**src/rtl/calc_pkg.sv**
```systemverilog
// Shared definitions for the calculator sequencer: state codes,
// opcode values and the fixed pattern shown on the display in ERR.
package calc_pkg;

  typedef enum logic [2:0] {
    S_GET_A  = 3'd0,
    S_GET_B  = 3'd1,
    S_GET_OP = 3'd2,
    S_START  = 3'd3,
    S_WAIT   = 3'd4,
    S_SHOW   = 3'd5,
    S_ERR    = 3'd6
  } state_t;

  localparam logic [1:0] OP_ADD = 2'd0;
  localparam logic [1:0] OP_SUB = 2'd1;
  localparam logic [1:0] OP_MUL = 2'd2;
  localparam logic [1:0] OP_AND = 2'd3;

  localparam logic [15:0] ERR_DISP = 16'hEEEE;

endpackage

```
**src/rtl/btn_sync_edge.sv**
```systemverilog
// Brings a raw push-button into the clock domain and turns each
// press into a single-cycle pulse, however long the button is held.
module btn_sync_edge #(
  parameter int SYNC_STAGES = 2
) (
  input  logic clk,
  input  logic reset,
  input  logic btn,
  output logic pulse
);

  logic [SYNC_STAGES-1:0] r_sync;
  logic                   r_prev;

  // Synchroniser chain plus one delayed copy of its output for edge detection
  always_ff @(posedge clk) begin
    if (reset) begin
      r_sync <= '0;
      r_prev <= 1'b0;
    end else begin
      r_sync <= {r_sync[SYNC_STAGES-2:0], btn};
      r_prev <= r_sync[SYNC_STAGES-1];
    end
  end

  assign pulse = r_sync[SYNC_STAGES-1] & ~r_prev;

endmodule

```
**src/rtl/calc_sequencer.sv**
```systemverilog
// Top-level control FSM of the 8-bit calculator: collects operand A,
// operand B and the opcode from the switches, runs the external ALU
// through a start/done handshake, keeps the result and picks what the
// display shows.
module calc_sequencer
  import calc_pkg::*;
#(
  parameter int DATA_W      = 8,
  parameter int RES_W       = 16,
  parameter int TIMEOUT     = 255,
  parameter int SYNC_STAGES = 2
) (
  input  logic              clk,
  input  logic              reset,
  input  logic [DATA_W-1:0] sw,
  input  logic              btn_enter,
  input  logic              btn_clear,
  input  logic [RES_W-1:0]  alu_result,
  input  logic              alu_done,
  output logic [DATA_W-1:0] a_reg,
  output logic [DATA_W-1:0] b_reg,
  output logic [1:0]        op_reg,
  output logic              alu_start,
  output logic [RES_W-1:0]  result_reg,
  output logic [RES_W-1:0]  disp_value,
  output logic [2:0]        state_out,
  output logic              err
);

  // Counter is wide enough to hold TIMEOUT itself, so it never wraps before the compare
  localparam int               CNT_W   = (TIMEOUT > 0) ? $clog2(TIMEOUT + 1) : 1;
  localparam logic [CNT_W-1:0] CNT_MAX = CNT_W'(TIMEOUT);

  state_t              r_state;
  state_t              w_nextState;
  logic                w_enterPulse;
  logic                w_clearPulse;
  logic [CNT_W-1:0]    r_waitCnt;
  logic [DATA_W-1:0]   r_a;
  logic [DATA_W-1:0]   r_b;
  logic [1:0]          r_op;
  logic [RES_W-1:0]    r_result;

  btn_sync_edge #(
    .SYNC_STAGES(SYNC_STAGES)
  ) u_enterSync (
    .clk  (clk),
    .reset(reset),
    .btn  (btn_enter),
    .pulse(w_enterPulse)
  );

  btn_sync_edge #(
    .SYNC_STAGES(SYNC_STAGES)
  ) u_clearSync (
    .clk  (clk),
    .reset(reset),
    .btn  (btn_clear),
    .pulse(w_clearPulse)
  );

  // State register
  always_ff @(posedge clk) begin
    if (reset) begin
      r_state <= S_GET_A;
    end else begin
      r_state <= w_nextState;
    end
  end

  // Next-state logic; clear overrides every transition, and the unused code falls back to GET_A
  always_comb begin
    w_nextState = r_state;
    if (w_clearPulse) begin
      w_nextState = S_GET_A;
    end else begin
      case (r_state)
        S_GET_A:  if (w_enterPulse) w_nextState = S_GET_B;
        S_GET_B:  if (w_enterPulse) w_nextState = S_GET_OP;
        S_GET_OP: if (w_enterPulse) w_nextState = S_START;
        S_START:  w_nextState = S_WAIT;
        S_WAIT: begin
          if (alu_done) begin
            w_nextState = S_SHOW;
          end else if (r_waitCnt == CNT_MAX) begin
            w_nextState = S_ERR;
          end
        end
        S_SHOW:   if (w_enterPulse) w_nextState = S_GET_A;
        S_ERR:    w_nextState = S_ERR;
        default:  w_nextState = S_GET_A;
      endcase
    end
  end

  // Operand, opcode, result and timeout-counter registers, loaded according to the current state
  always_ff @(posedge clk) begin
    if (reset) begin
      r_a       <= '0;
      r_b       <= '0;
      r_op      <= '0;
      r_result  <= '0;
      r_waitCnt <= '0;
    end else if (w_clearPulse) begin
      r_a      <= '0;
      r_b      <= '0;
      r_op     <= '0;
      r_result <= '0;
    end else begin
      case (r_state)
        S_GET_A:  if (w_enterPulse) r_a <= sw;
        S_GET_B:  if (w_enterPulse) r_b <= sw;
        S_GET_OP: if (w_enterPulse) r_op <= sw[1:0];
        S_START:  r_waitCnt <= '0;
        S_WAIT: begin
          if (alu_done) begin
            r_result <= alu_result;
          end else if (r_waitCnt != CNT_MAX) begin
            r_waitCnt <= r_waitCnt + CNT_W'(1);
          end
        end
        default: ;
      endcase
    end
  end

  // Outputs decoded from the current state; the start pulse is suppressed when a clear arrives
  always_comb begin
    alu_start  = (r_state == S_START) && !w_clearPulse;
    err        = (r_state == S_ERR);
    state_out  = r_state;
    disp_value = r_result;
    case (r_state)
      S_GET_A, S_GET_B: disp_value = {{(RES_W-DATA_W){1'b0}}, sw};
      S_GET_OP:         disp_value = {{(RES_W-2){1'b0}}, sw[1:0]};
      S_ERR:            disp_value = RES_W'(ERR_DISP);
      default:          disp_value = r_result;
    endcase
  end

  assign a_reg      = r_a;
  assign b_reg      = r_b;
  assign op_reg     = r_op;
  assign result_reg = r_result;

endmodule

```
**config.mk**
```make
export PLATFORM = sky130hd
export DESIGN_NAME = calc_sequencer
export DESIGN_NICKNAME = d
export VERILOG_FILES = /design/src/rtl/calc_pkg.sv /design/src/rtl/btn_sync_edge.sv /design/src/rtl/calc_sequencer.sv
export SDC_FILE = /design/constraint.sdc
export NUM_CORES = 1
export LEC_CHECK = 0
export CAP_MARGIN = 40
export CELL_PAD_IN_SITES_DETAIL_PLACEMENT = 0
export CELL_PAD_IN_SITES_GLOBAL_PLACEMENT = 2
export CORE_MARGIN = 5
export CORE_UTILIZATION = 22
export DETAILED_ROUTE_END_ITERATION = 8
export GPL_ROUTABILITY_DRIVEN = 0
export PLACE_DENSITY_LB_ADDON = 0.25
export SETUP_SLACK_MARGIN = 0.02
export SLEW_MARGIN = 20
export SYNTH_ARGS = -nofsm -noshare
export SYNTH_HDL_FRONTEND = slang
export SYNTH_HIERARCHICAL = 1
export SYNTH_SLANG_ARGS = --single-unit
export TNS_END_PERCENT = 1
```
**constraint.sdc**
```tcl
create_clock -name clk -period 1.6 [get_ports clk]
set_clock_uncertainty 0.15 [all_clocks]
set_input_delay 0.24 -clock clk [delete_from_list [all_inputs] [get_ports clk]]
set_output_delay 0.24 -clock clk [all_outputs]
set_load 0.05 [all_outputs]
```
Yosys cells after proc, flatten, opt, wreduce, memory -nomap -nowiden:

Index checks and enable logic that the tools add are counted.

* register bits after elaboration: 51
* logic and storage cells: 54
* output and inout port bits: 55
* bits of input ports: 29

* bitwise gates (word level): 5
* reductions and logical operators: 12
* multiplexer cells: 11
* add/sub/neg operators: 1
* equal/unequal tests: 15

Operators with widths (count)
* $pmux W16 S3: 1
* $pmux W3 S7: 1
* $mux W3: 6
* $mux W8: 2
* $pmux W8 S2: 1
* $eq A3 B3 Y1 const B: 3
* $add A8 B1 Y8 const B: 1
* $eq A8 B8 Y1 const B: 1
* $ne A2 B1 Y1 const B: 4
* $ne A8 B8 Y1 const B: 1
* $reduce_and A2 Y1: 4
* $eq A3 B2 Y1 const B: 2
* $reduce_and A5 Y1: 1
* $ne A2 B2 Y1 const B: 2
* $reduce_and A4 Y1: 1
* $reduce_or A2 Y1: 2
* $eq A3 B1 Y1 const B: 1
* $logic_not A3 Y1: 1
* $ne A3 B3 Y1 const B: 1
* $not A1 Y1: 3
* $and A1 B1 Y1: 2
* $reduce_bool A2 Y1: 1
* $logic_and A1 B1 Y1: 1
* $logic_not A1 Y1: 1

Depth between registers and ports, before layout:

Gate-level depths: netlist of the first run.

* depth after elaboration: 4
* depth in mapped cells: 7
* depth with buffers taken out: 5

By module:

The synthesis of the first run kept the hierarchy.

By module, submodules not included
* calc_sequencer: instances 1, area an instance 2049.5 um^2, cells each 265, seq. area each 900.9 um^2
* btn_sync_edge: instances 2, area an instance 87.6 um^2, cells each 7, seq. area each 60.1 um^2

Least setup slack after synthesis of the first run:

OpenSTA, ideal clock, no wires.

* path type: reg2out
* from: reg r_state[0] (netlist: state_out[0])
* to: out disp_value[0]
* stages on the path, launching flop included: 6
* path buffers: 2
* data arrival time: 2326 ps
* required time: 1210 ps
* path slack: -1116 ps
* cells stage by stage: dfxtp_1 > and2_1 > buf_2 > or2_0 > buf_2 > o21ai_0

* cells in the longest elaborated chain, start to end: 3
* elaborated cells between the ends (all ways): 6
* those cells by class: 3 x eq/ne; 1 x mux; 2 x reduce/logical

RTL lines
* start, declared: RTL line calc_sequencer.sv:34 `state_t r_state;`
* start signal, assigned: RTL line calc_sequencer.sv:67 `r_state <= w_nextState;`
* $eq A3 B1 Y1 / $logic_not A3 Y1 (equally long branches): RTL line calc_sequencer.sv:133 `case (r_state)`
* $reduce_or A2 Y1: RTL line calc_sequencer.sv:133
* $pmux W16 S3 (*): RTL line calc_sequencer.sv:133
* end, declared: RTL line calc_sequencer.sv:25 `output logic [RES_W-1:0] disp_value,`

Mark *: on every way between the ends. The rest lies on a longest branch, timed or not.

Worst setup path in the final report of the first run:

* from: reg r_state[1] (netlist: state_out[1])
* to: out disp_value[3]

Same word-level chain as after synthesis.

==> results of run 1 <==
[path summary, 6_finish.rpt]
check	start	endpoint	slack [ns]
max	state_out[1]	disp_value[3]	-0.53
min	u_clearSync/r_sync[0]	u_clearSync/r_sync[1]	0.29
max reg2reg	r_waitCnt[0]	r_waitCnt[0]	-0.09
min reg2reg	u_clearSync/r_sync[0]	u_clearSync/r_sync[1]	0.29
[metrics by stage]
| step | instances | utilization | worst slack [ns] | cell area [um^2] | total power, W |
|---|---|---|---|---|---|
| 2_1_floorplan | 279 | - | -0.301 | 2350 | 0.00146 |
| 5_1_grt | 540 | 0.458 | -0.586 | 4500 | 0.00255 |
| 3_5_place_dp | 532 | 0.436 | -0.199 | 4290 | 0.00171 |
| 6_report | 540 | 0.458 | -0.528 | 4500 | 0.00244 |
| 3_3_place_gp | 532 | 0.436 | -0.191 | 4290 | 0.00171 |
| 4_1_cts | 540 | 0.452 | -0.543 | 4440 | 0.00248 |
[worst max-delay path: stages, from the launching register on]
cell	delay, ns
dfxtp_4	0.35
and2_1	0.16
or2_1	0.22
buf_4	0.16
a221o_4	0.39
buf_12	0.15
[cell families after synthesis]
group	share of synthesized area
adder cells (fa/ha/maj)	0.00562
buffers and inverters	0.0484
AO/OA/AOI/OAI	0.193
AND/OR/NAND/NOR	0.280
flip-flops	0.459
multiplexers	0.0141
[power by group through the flow]
stage | clock network, W | logic (W) | registers (W)
after floorplan | 0 | 0.000121 | 0.00134
after global placement | 0 | 0.000394 | 0.00132
after detailed placement | 0 | 0.000394 | 0.00132
after CTS | 0.000791 | 0.000399 | 0.00129
after global routing | 0.000840 | 0.000420 | 0.00129
final | 0.000755 | 0.000398 | 0.00129
[timing repair]
action                                  in CTS  in global routing
setup buffers                                0                  0
endpoints found under the setup margin      52                 59
resized for setup                           16                 17
pin swaps                                   12                  7
[per-layer routing]
metal,vias up,GRT usage,part of all wire
li1,1202,-,-
met1,1060,0.162,0.46
met2,53,0.204,0.47
met3,5,0.0498,0.067
met4,0,0.0271,0.0084
met5,-,0,0
[layout make-up]
cell class                      instances  area (um^2)
Fill cell                             978         5320
Timing Repair Buffer                  136         1900
Multi-Input combinational cell        204         1280
Sequential cell                        51         1030
Tap cell                              133          166
Clock buffer                            6         72.6
Inverter                                8         32.5
Clock inverter                          2         13.8
[cell usage after synthesis, types with 3 or more instances]
cell type	n
buf_2	7
dfxtp_1	51
clkbuf_1	3
nor3_1	4
nor2_1	10
inv_1	7
o21ai_0	11
nand2_1	87
nor4_1	3
a21oi_1	34
nor2b_1	6
and2_1	5
buf_1	3
a221o_1	5
nand3_1	4
o22a_1	6
==> key figures, run 1 <==
Outcome
  • Status: complete, but fails checks
  • Violated checks: negative setup slack

Synthesis
  • Synth top area cells: dfxtp_1 46%, nand2_1 15%, a21oi_1 7.6%
  • Yosys reg bits: 51
  • Yosys top cell by area: dfxtp_1
  • Synth cell types: 43
  • Post-synthesis sequential area ratio: 0.459
  • Main flop type after synthesis: dfxtp_1
  • YS warnings: 6
  • Cells after Synth: 279
  • Area share of the largest cell type after synthesis: 0.459
  • Synth Net Count: 309
  • Syn Std Cell Area: 2220 um^2
  • Async S/R FF share, synth: 0
  • Syn avg cell area: 7.97 um^2
  • Number of enable flip-flop cells after synthesis: 0

Power and ir drop
  • Sequential Power Share: 0.528
  • Combinational group share of total power: 0.163
  • Leak pwr: 1.77 nW
  • Switching power: 0.000636 W
  • PwrDens: 542 nW/um^2
  • Switching Share: 0.261
  • Clk pwr share: 0.309
  • Peak supply drop: 0.297 mV
  • Int Pwr: 0.00180 W

STA
  • Worst slew pin tran: 0.366 ns
  • Setup WS post-layout: -0.528 ns
  • Final count of pins violating max slew: 0
  • # setup viols final: 25
  • FMAX: 470 MHz
  • Rel. slew slack: 0.756
  • Final period util: 1.33
  • Tmin final: 2.13 ns
  • Hold Violations, Final: 0
  • Setup repair after global routing missed its margin: yes
  • Hold Slack: 0.293 ns
  • Post-route setup TNS: -7.45 ns

Route
  • WL per Instance: 14.3 um
  • Routed vias: 2320
  • Vias per std cell: 4.30
  • WL final: 7730 um
  • Antenna Nets Post-Route: 0
  • Pre-antenna DRT Iters: 4
  • DRT iter0 DRCs: 41
  • # DRC: 0

CTS
  • CTS tree: yes
  • Clock tree sinks: 51
  • H-tree lvl count: 2
  • Clock root buffer: clkbuf_8
  • CTS clk-pin slew, worst paths: 0.09 ns
  • CTS Buffer Depth: 2
  • Num CTS Buffers: 5
  • Worst-Skew Late Latency: 0.31 ns
  • Post-CTS Hold Fix Bufs: 0

Global route
  • GRT Overall Usage: 0.127
  • First-pass GRT wire length: 12700 um
  • Largest net degree at the start of global routing: 18
  • Initial antenna violation count: 0
  • Total gr overflow: 0
  • Vias in the first global route: 2345

Floorplan
  • Top Ports: 84
  • Initial core utilization: 0.227
  • Die Wd: 111 um
  • Die ar.: 12200 um^2
  • FP Rows: 36
  • Core footprint: 9820 um^2
  • Die Height: 111 um

Cells and area
  • Layout area overhead: 102%
  • Largest register FFs: 16
  • Most common cell after layout, fill and taps aside: nand2_1
  • Post-layout nets: 436
  • Most frequent cells in the layout: 87 x nand2_1, 63 x buf_12, 46 x dfxtp_1
  • # diodes: 0
  • Fraction of layout cells with a size suffix above 1: 0.391

Worst setup path
  • Startpoint Class: flip-flop
  • Crit-path max FO: 5
  • CP Data Required Time: 1.21 ns
  • Critical path arrival: 1.74 ns
  • Critical path type: flip-flop to output pin
  • Reg2reg path depth: 6
  • CP endpoint kind: output pin

Hold path
  • Hold/Removal Path Class: flip-flop to flip-flop
  • Hold Crit Depth: 1

Place
  • Count of input and output buffers: 83
  • Hpwl dp: 5880 um

Job
  • Max-cap violations: 0
No activity file was read; power rests on OpenSTA's default activity.
==> inputs of run 2 (changes only) <==
- HOLD_SLACK_MARGIN: default -> 0.06
- SLEW_MARGIN: 20 -> 25
==> results of run 2 <==
Same layout as run 1: the final DEF is identical, and so are final timing and power.
==> inputs of run 3 (changes only) <==
- CTS_BUF_LIST: default -> sky130_fd_sc_hd__clkbuf_4 sky130_fd_sc_hd__clkbuf_8
- RECOVER_POWER: default -> 100
==> run 3 against run 2 <==
The flow still finishes with violations (negative setup slack). Largest power group unchanged. Critical endpoint unchanged. Final cell count unchanged. Register-to-register slack about the same. Sequential power about the same. Largest cell class unchanged. First-iteration DRC count up 24%. Highest routed layer unchanged. Combinational power down 6.0%.
==> key figures, run 3 (synthesized netlist as in run 1, its figures left out) <==
Outcome
  • Status: complete, but fails checks
  • Violated checks: negative setup slack

Worst setup path
  • Crit-path cells: and2_1, or2_1, buf_4, a221o_4, buf_12
  • Critical path arrival: 1.74 ns (about the same)
  • Reg2reg path depth: 6 (unchanged)
  • Critical path type: flip-flop to output pin
  • Slowest library cell on the worst path: a221o_4
  • Crit-path max FO: 5 (unchanged)
  • Startpoint Class: flip-flop
  • CP Data Required Time: 1.21 ns (about the same)
  • CP endpoint kind: output pin
  • R2R Setup Slk: -0.08 ns (about the same)
  • Max incr delay on CP: 0.39 ns (about the same)

CTS
  • CTS tree: yes
  • Post-CTS Hold Fix Bufs: 0 (unchanged)
  • H-tree lvl count: 2 (unchanged)
  • Worst-Skew Late Latency: 0.30 ns (about the same)
  • CTS Buffer Depth: 2 (unchanged)
  • CTS clk-pin slew, worst paths: 0.09 ns (about the same)
  • Num CTS Buffers: 5 (unchanged)
  • Clock tree sinks: 51 (unchanged)
  • Clock root buffer: clkbuf_8

Cells and area
  • # diodes: 0 (unchanged)
  • Most frequent cells in the layout: 87 x nand2_1, 46 x dfxtp_1, 38 x buf_4
  • Post-layout nets: 436 (unchanged)
  • Cell area after layout: 4110 um^2 (-8.6%)
  • Fraction of layout cells with a size suffix above 1: 0.386 (-0.00491)
  • Largest register FFs: 16 (unchanged)
  • Layout area overhead: 84.9%
  • Most common cell after layout, fill and taps aside: nand2_1

Global route
  • Largest net degree at the start of global routing: 18 (unchanged)
  • Vias in the first global route: 2350 (+0.21%)
  • Total gr overflow: 0 (unchanged)
  • First-pass GRT wire length: 12700 um (+0.11%)
  • Initial antenna violation count: 0 (unchanged)
  • GRT Overall Usage: 0.127 (about the same)

Route
  • Routed vias: 2329 (+0.39%)
  • WL final: 7750 um (+0.22%)
  • DRT iter0 DRCs: 51 (+24%)
  • Pre-antenna DRT Iters: 4 (unchanged)
  • Vias per std cell: 4.31 (+0.39%)
  • # DRC: 0 (unchanged)
  • WL per Instance: 14.3 um (+0.22%)
  • Antenna Nets Post-Route: 0 (unchanged)

Power and ir drop
  • Peak supply drop: 0.295 mV (-0.82%)
  • Final Power: 0.00243 W (-0.65%)
  • Switching power: 0.000626 W (-1.5%)
  • Clk pwr share: 0.316 (+0.007)
  • Int Pwr: 0.00180 W (-0.35%)
  • Leak pwr: 1.69 nW (-4.4%)
  • Switching Share: 0.258 (-0.00220)
  • Combinational group share of total power: 0.154 (-0.009)
  • PwrDens: 590 nW/um^2 (+8.7%)
  • Sequential Power Share: 0.530 (+0.002)

STA
  • Worst slew pin tran: 0.507 ns (+0.142 ns)
  • Final period util: 1.33 (-0.00156)
  • Final count of pins violating max slew: 0 (unchanged)
  • # setup viols final: 25 (unchanged)
  • Rel. slew slack: 0.661 (-0.0944)
  • Hold Slack: 0.293 ns (-0.0000250 ns)
  • Setup WS post-layout: -0.526 ns (+0.00249 ns)
  • Setup repair after global routing missed its margin: yes
  • Hold Violations, Final: 0 (unchanged)
  • FMAX: 470 MHz (+0.12%)
  • Tmin final: 2.13 ns (-0.00249 ns)

Place
  • Hpwl dp: 5880 um (unchanged)
  • Pre-CTS setup slack: -0.199 ns (unchanged)
  • DP Area: 4290 um^2 (unchanged)
  • Count of input and output buffers: 83 (unchanged)

Job
  • Max-cap violations: 0 (unchanged)

Floorplan
  • Core footprint: 9820 um^2 (unchanged)
  • Top Ports: 84 (unchanged)
  • Die Height: 111 um (unchanged)
  • Initial core utilization: 0.227 (unchanged)
  • Die Wd: 111 um (unchanged)
  • FP Rows: 36 (unchanged)
  • Die ar.: 12200 um^2 (unchanged)

Hold path
  • Hold Crit Depth: 1 (unchanged)
  • Hold/Removal Path Class: flip-flop to flip-flop
run 3: cell types whose count changed in the layout (fill, tap and decap cells not counted), sizes merged:
cell           before  now
buf               108   80
clkbuf              6   33
clkdlybuf4s50      28   27
dlygate4sd3         0    1
dlymetal6s2s        0    1
run 3: path summary, 6_finish.rpt:
path / start / to
worst max-delay path: state_out[1] / disp_value[3]
worst max register to register: r_waitCnt[0] / r_waitCnt[0]
worst min register to register: u_clearSync/r_sync[0] / u_clearSync/r_sync[1]
worst min-delay path: u_clearSync/r_sync[0] / u_clearSync/r_sync[1]
run 3: repair_timing:
action,CTS,global route
buffers inserted,0,0
pin swaps,12,7
endpoints found under the setup margin,52,59
resized for setup,16,17
run 3: layout make-up:
type | count | area [um^2]
Inverter | 8 | 32.5
Sequential cell | 51 | 1030
Clock inverter | 2 | 13.8
Multi-Input combinational cell | 204 | 1280
Tap cell | 133 | 166
Clock buffer | 6 | 76.3
Fill cell | 1028 | 5710
Timing Repair Buffer | 136 | 1510
run 3: routing by layer:
metal  share of wire  vias to the layer above  routed length (um)  track usage
met1            0.46                     1067                3570        0.162
met3           0.064                        6                 497       0.0498
met5               0                        -                   0            0
li1                -                     1203                   -            -
met4          0.0086                        0                  67       0.0271
met2            0.47                       53                3610        0.204
run 3: critical path, delay by kind of cell, from the launching register on:
family                 cells  cell delay, ns
AOI/OAI and AO/OA          1            0.39
DFF                        1            0.35
buffers and inverters      2            0.31
and+or+nand+nor            2            0.38
run 3: power groups by stage:
stage | combinational (W) | sequential [W] | clock [W]
floorplan | 0.000121 | 0.00134 | 0
global placement | 0.000394 | 0.00132 | 0
detailed placement | 0.000394 | 0.00132 | 0
CTS | 0.000399 | 0.00129 | 0.000808
global route | 0.000397 | 0.00129 | 0.000857
finish | 0.000374 | 0.00128 | 0.000766
run 3: stage by stage:
step	util	cells	setup TNS, ns
detailed placement	0.436	532	-6.34
global route	0.419	540	-9.59
finish	0.419	540	-7.36
floorplan	-	279	-4.49
CTS	0.452	540	-7.77
global placement	0.436	532	-6.19
